$ cat config.mk
export PLATFORM = sky130hd
export DESIGN_NAME = seq_divider_8by4
export DESIGN_NICKNAME = d
export VERILOG_FILES = /design/src/rtl/div_pkg.sv /design/src/rtl/div_step.sv /design/src/rtl/seq_divider_8by4.sv
export SDC_FILE = /design/constraint.sdc
export NUM_CORES = 1
export LEC_CHECK = 0
export ABC_AREA = 1
export BUFFER_PORTS_ARGS = -buffer_cell sky130_fd_sc_hd__buf_2
export CAP_MARGIN = 20
export CORE_ASPECT_RATIO = 0.5
export CORE_MARGIN = 1.5
export CORE_UTILIZATION = 50
export CTS_CLUSTER_DIAMETER = 80
export DETAILED_ROUTE_END_ITERATION = 10
export GPL_ROUTABILITY_DRIVEN = 0
export PLACE_DENSITY = 0.72
export REMOVE_ABC_BUFFERS = 1
export SYNTH_ARGS = -nofsm -noshare
export SYNTH_HDL_FRONTEND = slang
export SYNTH_SLANG_ARGS = --single-unit
$ cat constraint.sdc
create_clock -name clk -period 1.75 [get_ports clk]
set_input_delay 0.35 -clock clk [delete_from_list [all_inputs] [get_ports clk]]
set_output_delay 0.35 -clock clk [all_outputs]
set_load 0.005 [all_outputs]
$ cat src/rtl/div_pkg.sv
// Shared widths and FSM state type for the 8-by-4 sequential divider.
// No timing of its own; pure declarations.
// No flow control; consumed by the divider top and its step cell.
package div_pkg;
    localparam int DVD_W = 8;               // dividend / quotient width
    localparam int DVS_W = 4;               // divisor / remainder width
    localparam int ITERS = 8;               // one quotient bit per iteration
    localparam int CNT_W = $clog2(ITERS);   // bit counter width

    typedef enum logic [1:0] {
        ST_IDLE = 2'd0,
        ST_CALC = 2'd1,
        ST_DONE = 2'd2
    } state_t;
endpackage

$ cat src/rtl/div_step.sv
// One restoring-division step: shift in a dividend bit, trial-subtract divisor.
// Purely combinational, zero cycles.
// No flow control; evaluated every cycle, used only while calculating.
module div_step
    import div_pkg::*;
(
    input  logic [DVS_W:0]   p_in,
    input  logic             bit_in,
    input  logic [DVS_W-1:0] divisor,
    output logic [DVS_W:0]   p_out,
    output logic             q_bit
);
    logic [DVS_W:0] t;
    logic [DVS_W:0] diff;
    // The partial remainder always stays below the divisor, so its MSB is zero
    // going in and only the low bits take part in the shift.
    logic           unused_p_msb;

    assign unused_p_msb = p_in[DVS_W];

    // Trial subtraction; keep the difference only if it did not go negative.
    always_comb begin
        t     = {p_in[DVS_W-1:0], bit_in};
        diff  = t - {1'b0, divisor};
        q_bit = (t >= {1'b0, divisor});
        p_out = q_bit ? diff : t;
    end
endmodule

$ cat src/rtl/seq_divider_8by4.sv
// Unsigned 8-bit by 4-bit restoring divider, one quotient bit per cycle.
// Latency: done pulses 9 cycles after an accepted start (1 cycle for divide-by-zero).
// start is accepted only in IDLE; requests while busy are dropped, not queued.
module seq_divider_8by4
    import div_pkg::*;
(
    input  logic             clk,
    input  logic             rst_n,
    input  logic             start,
    input  logic [DVD_W-1:0] dividend,
    input  logic [DVS_W-1:0] divisor,
    output logic             busy,
    output logic             done,
    output logic [DVD_W-1:0] quotient,
    output logic [DVS_W-1:0] remainder,
    output logic             div_by_zero
);
    state_t             state_q, state_d;
    logic [CNT_W-1:0]   cnt_q, cnt_d;
    logic [DVS_W:0]     p_q, p_d;
    logic [DVD_W-1:0]   dvd_q, dvd_d;       // dividend, shifted out MSB first
    logic [DVS_W-1:0]   dvs_q, dvs_d;
    logic [DVD_W-1:0]   qacc_q, qacc_d;     // quotient bits collected so far
    logic [DVD_W-1:0]   quot_q, quot_d;
    logic [DVS_W-1:0]   rem_q, rem_d;
    logic               dbz_q, dbz_d;
    logic               busy_q, busy_d;
    logic               done_q, done_d;

    logic [DVS_W:0]     step_p;
    logic               step_q;

    div_step u_step (
        .p_in    (p_q),
        .bit_in  (dvd_q[DVD_W-1]),
        .divisor (dvs_q),
        .p_out   (step_p),
        .q_bit   (step_q)
    );

    // Next-state and datapath: capture on start, iterate in CALC, publish on the last step.
    always_comb begin
        state_d = state_q;
        cnt_d   = cnt_q;
        p_d     = p_q;
        dvd_d   = dvd_q;
        dvs_d   = dvs_q;
        qacc_d  = qacc_q;
        quot_d  = quot_q;
        rem_d   = rem_q;
        dbz_d   = dbz_q;
        case (state_q)
            ST_IDLE: begin
                if (start) begin
                    dvd_d  = dividend;
                    dvs_d  = divisor;
                    p_d    = '0;
                    qacc_d = '0;
                    cnt_d  = CNT_W'(ITERS - 1);
                    if (divisor == '0) begin
                        // Nothing to iterate; report saturated quotient right away.
                        state_d = ST_DONE;
                        quot_d  = '1;
                        rem_d   = '0;
                        dbz_d   = 1'b1;
                    end else begin
                        state_d = ST_CALC;
                        dbz_d   = 1'b0;
                    end
                end
            end
            ST_CALC: begin
                p_d    = step_p;
                dvd_d  = {dvd_q[DVD_W-2:0], 1'b0};
                qacc_d = {qacc_q[DVD_W-2:0], step_q};
                if (cnt_q == '0) begin
                    state_d = ST_DONE;
                    quot_d  = {qacc_q[DVD_W-2:0], step_q};
                    rem_d   = step_p[DVS_W-1:0];
                end else begin
                    cnt_d = cnt_q - 1'b1;
                end
            end
            ST_DONE: begin
                state_d = ST_IDLE;
            end
            default: begin
                state_d = ST_IDLE;
            end
        endcase
        // done trails the DONE state by one cycle, so it lands in the first IDLE cycle.
        busy_d = (state_d != ST_IDLE);
        done_d = (state_q == ST_DONE);
    end

    // All state and registered outputs; synchronous active-low reset aborts any operation.
    always_ff @(posedge clk) begin
        if (!rst_n) begin
            state_q <= ST_IDLE;
            cnt_q   <= '0;
            p_q     <= '0;
            dvd_q   <= '0;
            dvs_q   <= '0;
            qacc_q  <= '0;
            quot_q  <= '0;
            rem_q   <= '0;
            dbz_q   <= 1'b0;
            busy_q  <= 1'b0;
            done_q  <= 1'b0;
        end else begin
            state_q <= state_d;
            cnt_q   <= cnt_d;
            p_q     <= p_d;
            dvd_q   <= dvd_d;
            dvs_q   <= dvs_d;
            qacc_q  <= qacc_d;
            quot_q  <= quot_d;
            rem_q   <= rem_d;
            dbz_q   <= dbz_d;
            busy_q  <= busy_d;
            done_q  <= done_d;
        end
    end

    assign busy        = busy_q;
    assign done        = done_q;
    assign quotient    = quot_q;
    assign remainder   = rem_q;
    assign div_by_zero = dbz_q;
endmodule
# Yosys cells after proc, flatten, opt, wreduce, memory -nomap -nowiden
# Cells that the tools add are included.
dict set report op_classes {
  n_addsub 2
  magnitude_cmp 1
  n_eq_ne 6
  mux 23
  n_reduce_logical 9
}
# op count
set ops {}
lappend ops {{8-bit two-way mux} 4}
lappend ops {{8-bit one-hot mux with 2 select lines} 2}
lappend ops {{4-bit two-way mux} 5}
lappend ops {{4-bit one-hot mux with 2 select lines} 2}
lappend ops {{7-bit one-hot mux with 2 select lines} 1}
lappend ops {{2-bit inequality test (second input constant)} 4}
lappend ops {{7-bit two-way mux} 1}
lappend ops {{2-bit two-way mux} 3}
lappend ops {{3-bit two-way mux} 2}
lappend ops {{3-bit one-hot mux with 2 select lines} 1}
lappend ops {{5-bit by 4-bit >= comparator with 1-bit output} 1}
lappend ops {{4-bit logical NOT} 1}
lappend ops {{2-bit one-hot mux with 2 select lines} 1}
lappend ops {{2-bit AND reduction} 2}
lappend ops {{4-bit AND reduction} 1}
lappend ops {{2-bit nonzero test} 2}
lappend ops {{4-bit subtractor} 1}
lappend ops {{3-bit logical NOT} 1}
lappend ops {{3-bit AND reduction} 1}
lappend ops {{3-bit by 1-bit subtractor with 3-bit output (second input constant)} 1}
lappend ops {{2-bit by 1-bit == test with 1-bit output (second input constant)} 1}
lappend ops {{2-bit == test (second input constant)} 1}
lappend ops {{2-bit logical NOT} 1}
lappend ops {{1-bit two-way mux} 1}
dict set report totals {
  regBits 43
  output_inout_bits 15
  wordCells 52
}

# Longest topological paths before layout
dict set report depth {
  word_depth 5
  ltp_mapped 12
  mapped_depth_nobuf 12
}

# Modules after synthesis
# From an unflattened synthesis, not the netlist that was laid out.
dict set report unflattened {
  cells_unflattened 296
  hier_area_um2 2092.0
}
# mod n_inst cells_each area_each_um2 seq_area_each_um2
set modules_own_cells {}
lappend modules_own_cells {seq_divider_8by4 1 241 1779.2 880.8}
lappend modules_own_cells {div_step 1 55 312.8 0.0}

# Worst setup path after synthesis
# Ideal clock, no wire load.
dict set report synth_path {
  path_type {reg2reg}
  start {register cnt_q[0]}
  end {register quot_q[3] (netlist: quotient[3])}
  arrival_ns 1.456
  required_time_ns 1.618
  setup_slack_ns 0.162
  path_stages_with_launch 11
  path_buffers 2
  synth_period_minus_slack_ns 1.588
  cell_sequence {dfxtp_1 -> inv_1 -> ha_1 -> ha_1 -> or2_1 -> buf_2 -> nand3_4 -> inv_2 -> buf_6 -> o21ai_0 -> a21oi_1}
}
dict set report synth_between {
  elab_chain_len 3
}
# item line
set synth_lines {}
lappend synth_lines {{start, declared} seq_divider_8by4.sv:19} ;# logic [CNT_W-1:0] cnt_q, cnt_d;
lappend synth_lines {{start signal, assigned} seq_divider_8by4.sv:112} ;# cnt_q <= cnt_d;
lappend synth_lines {{3-bit logical NOT} seq_divider_8by4.sv:76} ;# if (cnt_q == '0) begin
lappend synth_lines {{2-bit inequality test (no source line)} n/a}
lappend synth_lines {{4-bit AND reduction (no source line)} n/a}
lappend synth_lines {{end signal, assigned} seq_divider_8by4.sv:117} ;# quot_q <= quot_d;
lappend synth_lines {{end, declared} seq_divider_8by4.sv:24} ;# logic [DVD_W-1:0] quot_q, quot_d;
# Every way passes these cells.
# A chain may end at the register's enable or synchronous reset.

# Worst setup path in the final report
dict set report layout_path {
  start {register cnt_q[0]}
  end {register rem_q[1] (netlist: remainder[1])}
}
dict set report layout_between {
  elab_chain_len 3
}
# item line
set layout_lines {}
lappend layout_lines {{3-bit logical NOT} seq_divider_8by4.sv:76}
lappend layout_lines {{2-bit inequality test (no source line)} n/a}
lappend layout_lines {{4-bit AND reduction (no source line)} n/a}
lappend layout_lines {{end signal, assigned} seq_divider_8by4.sv:118} ;# rem_q <= rem_d;
lappend layout_lines {{end, declared} seq_divider_8by4.sv:25} ;# logic [DVS_W-1:0] rem_q, rem_d;
# Every way passes these cells.

==> results by group <==
Status
  • Status: complete, no violations

Power
  • Peak VDD IR: 0.000456 V
  • PD cells: 1150 mW/mm2
  • Pleak: 1.06 nW

Clock network
  • Worst-Skew Late Latency: 0.31 ns
  • Max H-tree Level: 2
  • CTS Buf Count: 5
  • CTS Buffer Depth: 2
  • Hold buffers post-CTS: 0
  • Root Buffer: clkbuf_8
  • CTS clk-pin slew, worst paths: 0.08 ns
  • CTS tree: built
  • CTS Sinks: 43

Detailed routing
  • Vias per cell: 5.03
  • Post-route ant nets: 0
  • Residual DRC: 0
  • Detailed-route wire length: 3970 um
  • Routed len/inst: 12.0 um
  • First-pass DRT Iterations: 5
  • DRT iter0 DRCs: 61
  • Vias: 1659

Global routing
  • Gr ovfl total: 0
  • Initial antenna violation count: 0
  • Pin count of the biggest net entering global routing: 18
  • Number of global-route vias before repair: 1459
  • First-pass GRT wire length: 6680 um
  • Gr usage total: 22.7%

Cells and area
  • Area Overhead vs Synth: 20.1%
  • Commonest cells after routing, fill and taps aside: dfxtp_1 (43), nand2_1 (37), nor2_1 (31)
  • ANT cells: 0
  • Number of nets in the layout: 300
  • Fillers: 334
  • Leading cell type in the layout, fill and taps excluded: dfxtp_1
  • Share of layout cells above drive strength 1: 20.4%

Run
  • MaxCap Viol Count: 0

Setup path
  • CP Class: reg2reg
  • R2R Path Start: cnt_q[0]
  • Crit path from: cnt_q[0]
  • Worst EP arrival: 1.83 ns
  • Worst Path Required: 1.96 ns
  • Max Fanout on Critical Path: 17
  • Worst Setup End Kind: register
  • Worst Setup Start Kind: register

Synthesis
  • Yosys warns: 0
  • Avg Cell Area, Syn: 7.64 um2
  • Synth cell types: 27
  • Cells after Synth: 241
  • Post-Syn Area: 0.00184 mm2
  • Flops & latches, synth: 43
  • Register area share after synthesis: 46.8%

Floorplanning
  • Initial Utilization: 53.0%
  • FP Rows: 15
  • Core area: 0.00347 mm2
  • Die area: 0.00408 mm2
  • I/O pins: 30
  • Die W: 88.8 um
  • Die Y: 45.9 um

STA
  • Hold Fails Final Rpt: 0
  • Least-Margin Pin Slew: 0.492 ns
  • Fin crit period: 1.62 ns
  • Max Transition Viols Final: 0
  • Setup TNS: 0 ns
  • RSZ-0062 raised after global routing: no
  • Endpoints failing setup: 0
  • Hold Slack: 0.287 ns
  • Fmax: 618 MHz
  • Worst slew margin: 67.2%
  • Tcrit/Tclk final: 92.5%
  • Worst Skew: 0.00804 ns

Worst hold path
  • Min-delay src: dividend[0]
  • Hold crit path type: in2reg

Place
  • DP HPWL: 2870 um
  • Port bufs: 29
## metrics by stage
stage	util, %	instance area [um2]	power, mW	cells	setup slack (ns)
after global placement	60.0	2080	1.73	322	0.123
after floorplan	-	1790	1.53	231	0.220
after global routing	63.6	2210	2.70	330	0.00589
after CTS	63.4	2200	2.55	330	0.0645
after detailed placement	60.0	2080	1.75	322	0.0891
final	63.6	2210	2.55	330	0.131
## worst max-delay path, stage by stage (launching register included)
cell and delay, ns:
dfxtp_1 0.32, inv_1 0.06, ha_1 0.20, ha_1 0.19, or2_4 0.29, nand3_4 0.07
inv_2 0.12, nor2_1 0.11, nor2_1 0.05, nand2_1 0.07, inv_1 0.03
## registers in the layout, summed over array words and instances, names as in the netlist, 2 cells and up
signal     flops
remainder      4
cnt_q          3
quotient       8
p_q            4
state_q        2
dvs_q          4
dvd_q          8
qacc_q         7
## final timing paths
kind / end / cells after the start / slack [ns]
worst max register to register: remainder[1] / 10 / 0.13
worst max-delay path: remainder[1] / 10 / 0.13
worst min register to register: dvs_q[3] / 2 / 0.46
worst min-delay path: dvd_q[0] / 3 / 0.29
## synthesized netlist by cell type (all sizes together)
master / count / area, um2
nand4: 4 / 25.0
ha: 6 / 75.1
o211a: 1 / 10.0
inv: 26 / 97.6
nor2: 32 / 123
o22ai: 3 / 18.8
nand2: 40 / 155
xnor2: 1 / 8.76
buf: 4 / 25.0
or2: 1 / 6.26
nor3: 3 / 15.0
o21ai: 22 / 110
a31oi: 3 / 18.8
nand3: 16 / 92.6
a21oi: 23 / 115
dfxtp: 43 / 861
clkinv: 1 / 3.75
clkbuf: 6 / 22.5
a22oi: 5 / 37.5
fa: 1 / 20.0
## cell families after synthesis
group                    after synthesis  share of synthesized area, %
XOR/XNOR                               1                         0.476
flip-flops                            43                          46.8
AO/OA/AOI/OAI                         57                          16.9
buffers and inverters                 37                          8.09
AND/OR/NAND/NOR                       96                          22.6
adder cells (fa/ha/maj)                7                          5.17
## per-layer routing
layer / global-route usage (%) / vias to the layer above / wire, um
met5: 0 / - / 0
met4: 9.38 / 0 / 70
met3: 5.43 / 7 / 146
met2: 35.9 / 27 / 1760
met1: 30.3 / 757 / 1990
li1: - / 868 / -
## layout make-up
cell class / instances / area, um2 / share of cell area [%]
Tap cell: 51 / 63.8 / 2.89
Sequential cell: 43 / 861 / 39.0
Inverter: 27 / 101 / 4.59
Clock inverter: 3 / 47.5 / 2.15
Clock buffer: 5 / 68.8 / 3.11
Multi-Input combinational cell: 161 / 840 / 38.0
Timing Repair Buffer: 40 / 228 / 10.3
## power breakdown
group / internal [mW] / switching [mW] / total, mW / leakage, nW
Sequential: 1.08 / 0.0542 / 1.14 / 0.353
Combinational: 0.242 / 0.359 / 0.601 / 0.652
Clock: 0.433 / 0.374 / 0.806 / 0.0587
Total: 1.76 / 0.787 / 2.55 / 1.06
## timing repair
item | CTS | global route
setup buffers | 0 | 0
resized for setup | 0 | 3
endpoints found under the setup margin | 0 | 10
Note: power is estimated with default switching activity, not from simulation.
